`config.mk`:
```
export PLATFORM = sky130hd
export DESIGN_NAME = fetch_seq_flat
export DESIGN_NICKNAME = d
export VERILOG_FILES = /design/src/rtl/fetch_seq_if.sv /design/src/rtl/fetch_seq.sv /design/src/flat_wrapper.sv
export SDC_FILE = /design/constraint.sdc
export NUM_CORES = 1
export LEC_CHECK = 0
export CAP_MARGIN = 20
export CORE_UTILIZATION = 40
export DETAILED_ROUTE_END_ITERATION = 6
export PLACE_DENSITY = 0.71
export SLEW_MARGIN = 20
export SYNTH_ARGS = -nofsm -noshare
export SYNTH_HDL_FRONTEND = slang
export SYNTH_SLANG_ARGS = --single-unit
```
`constraint.sdc`:
```
create_clock -name clk -period 2 [get_ports clk]
set_input_delay 0.5 -clock clk [delete_from_list [all_inputs] [get_ports clk]]
set_output_delay 0.5 -clock clk [all_outputs]
set_load 0.03 [all_outputs]
```
`src/rtl/fetch_seq_if.sv`:
```
// fetch_seq_if: sequencer control inputs, memory read data and fetch/decode/execute status outputs.
interface fetch_seq_if #(
    parameter int ADDR_W = 6,
    parameter int DATA_W = 8
);
    logic              enable;
    logic              load;
    logic              halt;
    logic [ADDR_W-1:0] nxt_adr;
    logic [DATA_W-1:0] mem_data;
    logic [ADDR_W-1:0] crnt_adr;
    logic [DATA_W-1:0] instr;
    logic              fetch;
    logic              decode;
    logic              execute;
    logic              halted;
    modport master (
        output enable, load, halt, nxt_adr, mem_data,
        input  crnt_adr, instr, fetch, decode, execute, halted
    );
    modport slave (
        input  enable, load, halt, nxt_adr, mem_data,
        output crnt_adr, instr, fetch, decode, execute, halted
    );
endinterface

```
`src/rtl/fetch_seq.sv`:
```
// fetch_seq: fetch/decode/execute instruction sequencer with jump and halt, one-hot registered phase outputs.
module fetch_seq #(
    parameter int ADDR_W      = 6,
    parameter int DATA_W      = 8,
    parameter int EXEC_CYCLES = 1,
    parameter int RESET_ADR   = 0
) (
    input  logic         clk,
    input  logic         reset,
    fetch_seq_if.slave   bus
);
    typedef enum logic [1:0] {FETCH, DECODE, EXEC, HALT} state_t;
    localparam logic [ADDR_W-1:0] RST_A = ADDR_W'(RESET_ADR);
    localparam logic [1:0]        LAST  = 2'(EXEC_CYCLES - 1);
    state_t            r_state;
    logic [ADDR_W-1:0] r_adr;
    logic [DATA_W-1:0] r_instr;
    logic [1:0]        r_cnt;
    logic [3:0]        r_ph;
    logic              w_last;
    assign w_last       = r_cnt == LAST;
    assign bus.crnt_adr = r_adr;
    assign bus.instr    = r_instr;
    assign {bus.halted, bus.execute, bus.decode, bus.fetch} = r_ph;
    // r_ph is loaded with the one-hot code of the state being entered
    always_ff @(posedge clk) begin
        if (reset) begin
            r_state <= FETCH;
            r_adr   <= RST_A;
            r_instr <= '0;
            r_cnt   <= '0;
            r_ph    <= 4'b0001;
        end else if (bus.enable) begin
            case (r_state)
                FETCH: begin
                    r_instr <= bus.mem_data;
                    r_adr   <= r_adr + 1'b1;
                    r_state <= DECODE;
                    r_ph    <= 4'b0010;
                end
                DECODE: begin
                    r_cnt   <= '0;
                    r_state <= EXEC;
                    r_ph    <= 4'b0100;
                end
                EXEC: begin
                    if (w_last) begin
                        if (bus.load) r_adr <= bus.nxt_adr;
                        r_state <= bus.halt ? HALT : FETCH;
                        r_ph    <= bus.halt ? 4'b1000 : 4'b0001;
                    end else begin
                        r_cnt <= r_cnt + 1'b1;
                    end
                end
                default: ;
            endcase
        end
    end
endmodule

```
`src/flat_wrapper.sv`:
```
// flat-port wrapper written by rule: the top's interface ports become plain ports
module fetch_seq_flat 
#(
    parameter int ADDR_W      = 6,
    parameter int DATA_W      = 8,
    parameter int EXEC_CYCLES = 1,
    parameter int RESET_ADR   = 0
)
  (clk, reset, bus_enable, bus_load, bus_halt, bus_nxt_adr, bus_mem_data, bus_crnt_adr, bus_instr, bus_fetch, bus_decode, bus_execute, bus_halted);
  fetch_seq_if #(.ADDR_W(ADDR_W), .DATA_W(DATA_W)) bus_i ();
  input  logic clk;
  input  logic reset;
  input wire logic [$bits(bus_i.enable)-1:0] bus_enable;
  input wire logic [$bits(bus_i.load)-1:0] bus_load;
  input wire logic [$bits(bus_i.halt)-1:0] bus_halt;
  input wire logic [$bits(bus_i.nxt_adr)-1:0] bus_nxt_adr;
  input wire logic [$bits(bus_i.mem_data)-1:0] bus_mem_data;
  output wire logic [$bits(bus_i.crnt_adr)-1:0] bus_crnt_adr;
  output wire logic [$bits(bus_i.instr)-1:0] bus_instr;
  output wire logic [$bits(bus_i.fetch)-1:0] bus_fetch;
  output wire logic [$bits(bus_i.decode)-1:0] bus_decode;
  output wire logic [$bits(bus_i.execute)-1:0] bus_execute;
  output wire logic [$bits(bus_i.halted)-1:0] bus_halted;
  assign bus_i.enable = bus_enable;
  assign bus_i.load = bus_load;
  assign bus_i.halt = bus_halt;
  assign bus_i.nxt_adr = bus_nxt_adr;
  assign bus_i.mem_data = bus_mem_data;
  assign bus_crnt_adr = bus_i.crnt_adr;
  assign bus_instr = bus_i.instr;
  assign bus_fetch = bus_i.fetch;
  assign bus_decode = bus_i.decode;
  assign bus_execute = bus_i.execute;
  assign bus_halted = bus_i.halted;
  fetch_seq #(.ADDR_W(ADDR_W), .DATA_W(DATA_W), .EXEC_CYCLES(EXEC_CYCLES), .RESET_ADR(RESET_ADR)) u_core (.clk(clk), .reset(reset), .bus(bus_i));
endmodule
```
== After elaboration in Yosys (flattened, before gate mapping) ==
Cells that the tools add are included.

* Bits in registers: 22
* Bits of input ports: 19
* Output and inout bits: 18
* Word-level logic and storage cells: 32

* $add $sub $neg: 2
* Equal/unequal tests: 5
* Muxes and demuxes: 11
* Reduce and logical (&&, ||, !) cells: 9

{| class="wikitable"
|+ Operators with widths
! operator !! count
|-
| two-way mux 6 bit || 2
|-
| one-hot mux 4 bit (3 select lines) || 1
|-
| one-hot mux 6 bit (2 select lines) || 1
|-
| two-way mux 4 bit || 2
|-
| adder 6 x 1 -> 6 bit (second input constant) || 1
|-
| two-way mux 2 bit || 3
|-
| one-hot mux 2 bit (3 select lines) || 1
|-
| AND reduction 3 bit || 2
|-
| logical NOT 2 bit || 2
|-
| != test 2 bit (second input constant) || 2
|-
| one-hot mux 2 bit (2 select lines) || 1
|-
| AND reduction 4 bit || 1
|-
| nonzero test 2 bit || 2
|-
| nonzero test 3 bit || 1
|-
| adder 2 x 1 -> 2 bit (second input constant) || 1
|-
| == test 2 x 1 -> 1 bit (second input constant) || 1
|-
| == test 2 bit (second input constant) || 1
|-
| != test 2 x 1 -> 1 bit (second input constant) || 1
|-
| AND reduction 2 bit || 1
|}

== Longest topological paths before layout ==
* Word-level depth: 3
* Gate-level depth with buffers: 7
* Mapped depth without buffers: 5

== Worst setup path before layout ==
No wires, ideal clock.

* Path type: register to register
* Start point: register u_core.r_adr[0], in the netlist u_core.bus.crnt_adr[0]
* End point: register u_core.r_adr[2], in the netlist u_core.bus.crnt_adr[2]
* Setup time: 0.058 ns
* Arrival time: 1.624 ns
* Data required time: 1.942 ns
* Slack: 0.318 ns
* Stages on the path, launching flop included: 5
* Path buffers: 0
* Clock period less this slack: 1.682 ns
* Cell sequence: dfxtp_1 -> ha_1 -> or3b_2 -> a221oi_1 -> a31o_2

* Longest elaborated chain between the ends: 2

{| class="wikitable"
|+ RTL lines
! item !! RTL line !! text
|-
| from (decl) || fetch_seq.sv:16 || <nowiki>logic [ADDR_W-1:0] r_adr;</nowiki>
|-
| from (signal assigned) || fetch_seq.sv:37 || <nowiki>r_adr <= r_adr + 1'b1;</nowiki>
|-
| from (signal assigned) || fetch_seq.sv:48 || <nowiki>if (bus.load) r_adr <= bus.nxt_adr;</nowiki>
|-
| adder 6 x 1 -> 6 bit || fetch_seq.sv:37 ||
|-
| one-hot mux 6 bit (2 select lines) || fetch_seq.sv:34 || <nowiki>case (r_state)</nowiki>
|}

Every way passes these cells.
A chain may end at the register's enable or synchronous reset.

== Worst setup path in the final report ==
* Start point: register u_core.r_adr[1], in the netlist u_core.bus.crnt_adr[1]
* End point: output port bus_crnt_adr[1]

{| class="wikitable"
|+ RTL lines
! item !! RTL line !! text
|-
| to (decl) || flat_wrapper.sv:18 || <nowiki>output wire logic [$bits(bus_i.crnt_adr)-1:0] bus_crnt_adr;</nowiki>
|}

No word-level cell between the ends.

==> out/qor.yml <==
outcome:
  status: "completed"
run:
  max_cap_viol_count: 0
floorplan:
  die-area_sq_mm: 0.00311
  num_rows: 19
  chipHeight_microns: 55.8
  die_w_microns: 55.8
  ios: 37
  start_util_pct: 42.0
  core_sq_mm: 0.00276
final_layout:
  drive_gt1_share_pct: 8.47
  fill_cells: 259
  layout_common_cells: "clkdlybuf4s50_1, dfxtp_1, a21oi_1, nand2_1, nand3_1"
  fin_cells: 208
  fin_nets: 205
  mostFrequentLayoutCell: "clkdlybuf4s50_1"
  diodes: 0
  syn_to_final_growth_pct: 39.1
synth:
  syn_inst: 137
  yosys_most_used_dff: "dfxtp_1"
  yosysTopAreaCellShare_pct: 38.1
  async_reset_ff_share_pct: 0
  synth_edf_count: 0
  synth-seq-area-share_pct: 38.1
  yosysWarnings: 0
  synth_fp_nets: 163
  synth_seq_cells: 22
  ys_types: 42
  syn_avg_cell_area_sq_um: 8.45
  synth_area_leaders: "dfxtp_1, ha_1, a21oi_1"
  syn_area_sq_mm: 0.00116
  yosys.area.top_type: "dfxtp_1"
timing:
  fin_worst_skew_ns: 0.00616
  setup_tns_ns: 0
  slew_viol_final: 0
  rsz0062_at_grt: "false"
  hold_viol_final: 0
  max_freq_mhz: 516
  setup_slack_ns: 0.0610
  slew_headroom_pct: 74.1
  fin_crit_sh_pct: 97.0
  setup_viol: 0
  fin_crit_ns: 1.94
  tightest_slew_ns: 0.389
hold_path:
  hp-start: "u_core.bus.instr[5]$_SDFFE_PP0P_"
  holdPathStages: 2
  whs_endpoint: "u_core.bus.instr[5]$_SDFFE_PP0P_"
  hold_class: "flop to flop"
clock_network:
  numCtsBuffers: 3
  hold_buffers: 0
  cts_tree: "built"
  htreeDepth: 1
  clk_path_buf_depth: 2
  cts-root-buf: "clkbuf_4"
  cts.clk_slew.worst_paths_ns: 0.11
  cts_sinks: 22
  postCtsSetupBuffers: 0
  worstSkewPairLatency_ns: 0.30
routing:
  viasPerCell: 5.70
  ant_nets: 0
  dr_wl_met3_microns: 160
  wl_met1_microns: 1240
  drt-initial-drc-count: 35
  vias: 1186
  highest_layer: "met4"
  firstDrtPassIters: 4
  wl_per_cell_microns: 13.7
  drc: 0
  dr_wl_met2_microns: 1400
  wl_microns: 2850
placed_design:
  gp_routability_congestion: 0.800
  hpwl_microns: 2170
  numPlacedInstances: 205
  portBuffers: 36
  post-place-ws_ns: 0.0324
setup_path:
  critPathLaunchType: "flop"
  path_cells: "clkdlybuf4s50_1"
  cp.arrival_ns: 1.44
  reg2reg_to: "u_core.bus.crnt_adr[2]$_SDFFE_PP0P_"
  crit_path_end_kind: "output port"
  r2r_start: "u_core.r_state[0]$_SDFFE_PP0P_"
  crit_buf_inv: 1
  path_class: "flop to output port"
  slowest_delay_ns: 0.71
  r2r_slack_ns: 0.19
  cp.depth: 1
  critical_path.top_delay_family: "buffers and inverters"
  crit_fanout: 5
  crit_required_ns: 1.50
  crit_slowest_cell: "clkdlybuf4s50_1"
  reg2regPathDepth: 5
power_and_ir_drop:
  ir_drop_mv: 0.432
  powerDensity_mw_per_mm2: 560
  leakage_uw: 0.000634
global_route:
  grt_pass1_vias: 1083
  grt.total_usage_pct: 18.7
  antenna_found_initial: 0
  grt_max_degree: 13
  grt-ovfl-total: 0
  grt_pass1_wl_microns: 4650
-- where the power goes --
group / switching, uW / internal (uW)
Combinational: 120 / 108
Clock: 124 / 70.2
Sequential: 18.3 / 461
Total: 262 / 639
-- registers in the layout (all words and copies together) (netlist names) --
register / flops
u_core.bus.crnt_adr: 6
u_core.r_state: 2
u_core.bus.instr: 8
u_core.r_ph: 4
u_core.r_cnt: 2
-- per-layer routing --
layer  vias up  track usage [%]
li1        583                -
met1       554             22.3
met2        42             32.7
met3         7             3.26
met4         0             8.21
met5         -                0
-- what timing repair did --
item / CTS / global route
setup endpoints to repair: 0 / 3
resized for setup: 0 / 3
hold endpoints to repair: 0 / 0
-- cell type report --
type                       instances  area, sq um  share of cell area, %
clock buffer                       3         22.5                   1.40
inverter                           7         26.3                   1.63
multi-input combinational        101          654                   40.6
sequential                        22          440                   27.4
tap                               31         38.8                   2.41
timing repair buffer              44          428                   26.6
-- cell families (layout without fill, tap and decap cells) --
logic type | count (synthesis) | count (layout) | share of synthesized area, %
fa+ha+maj | 7 | 7 | 7.57
simple gates | 53 | 53 | 25.4
flops | 22 | 22 | 38.1
mux | 2 | 2 | 1.73
compound gates | 39 | 39 | 21.8
buf+inv | 14 | 54 | 5.40
-- synth_stat cells (all sizes together) (2+ instances only) --
| cell type | n |
|---|---|
| nand4 | 2 |
| buf | 4 |
| ha | 7 |
| nand2 | 15 |
| nand2b | 4 |
| nand4b | 2 |
| nor3 | 2 |
| o31ai | 2 |
| o21ai | 6 |
| dfxtp | 22 |
| nand3b | 2 |
| nand3 | 11 |
| clkbuf | 3 |
| nor2 | 3 |
| a311oi | 2 |
| or4 | 2 |
| mux2i | 2 |
| a211oi | 2 |
| a21oi | 17 |
| inv | 7 |
-- worst max-delay path by stage --
stage	slack [ns]	end	start
2_1_floorplan	0.32	u_core.bus.crnt_adr[2]$_SDFFE_PP0P_	u_core.bus.crnt_adr[0]$_SDFFE_PP0P_
3_3_place_gp	0.09	u_core.bus.crnt_adr[4]$_SDFFE_PP0P_	bus_enable
3_5_place_dp	0.03	u_core.bus.crnt_adr[4]$_SDFFE_PP0P_	bus_enable
4_1_cts	0.01	bus_crnt_adr[0]	u_core.bus.crnt_adr[0]$_SDFFE_PP0P_
5_1_grt	0.02	bus_crnt_adr[1]	u_core.bus.crnt_adr[1]$_SDFFE_PP0P_
6_report	0.06	bus_crnt_adr[1]	u_core.bus.crnt_adr[1]$_SDFFE_PP0P_
-- tightest hold or removal path, delay by kind of cell (launching register included) --
kind             cells  cell delay (ns)
AO/OA/AOI/OAI        1             0.05
AND/OR/NAND/NOR      1             0.05
flip-flops           1             0.33
-- stage by stage --
step	hold slack [ns]	power (uW)	cell area (sq um)	utilization [%]
after detailed placement	0.449	717	1580	57.3
after global placement	0.443	712	1580	57.3
after global routing	0.486	944	1610	58.4
final	0.462	902	1610	58.4
after floorplan	0.444	607	1160	-
after CTS	0.465	909	1600	58.1
Power figures use the tool's default switching activity.
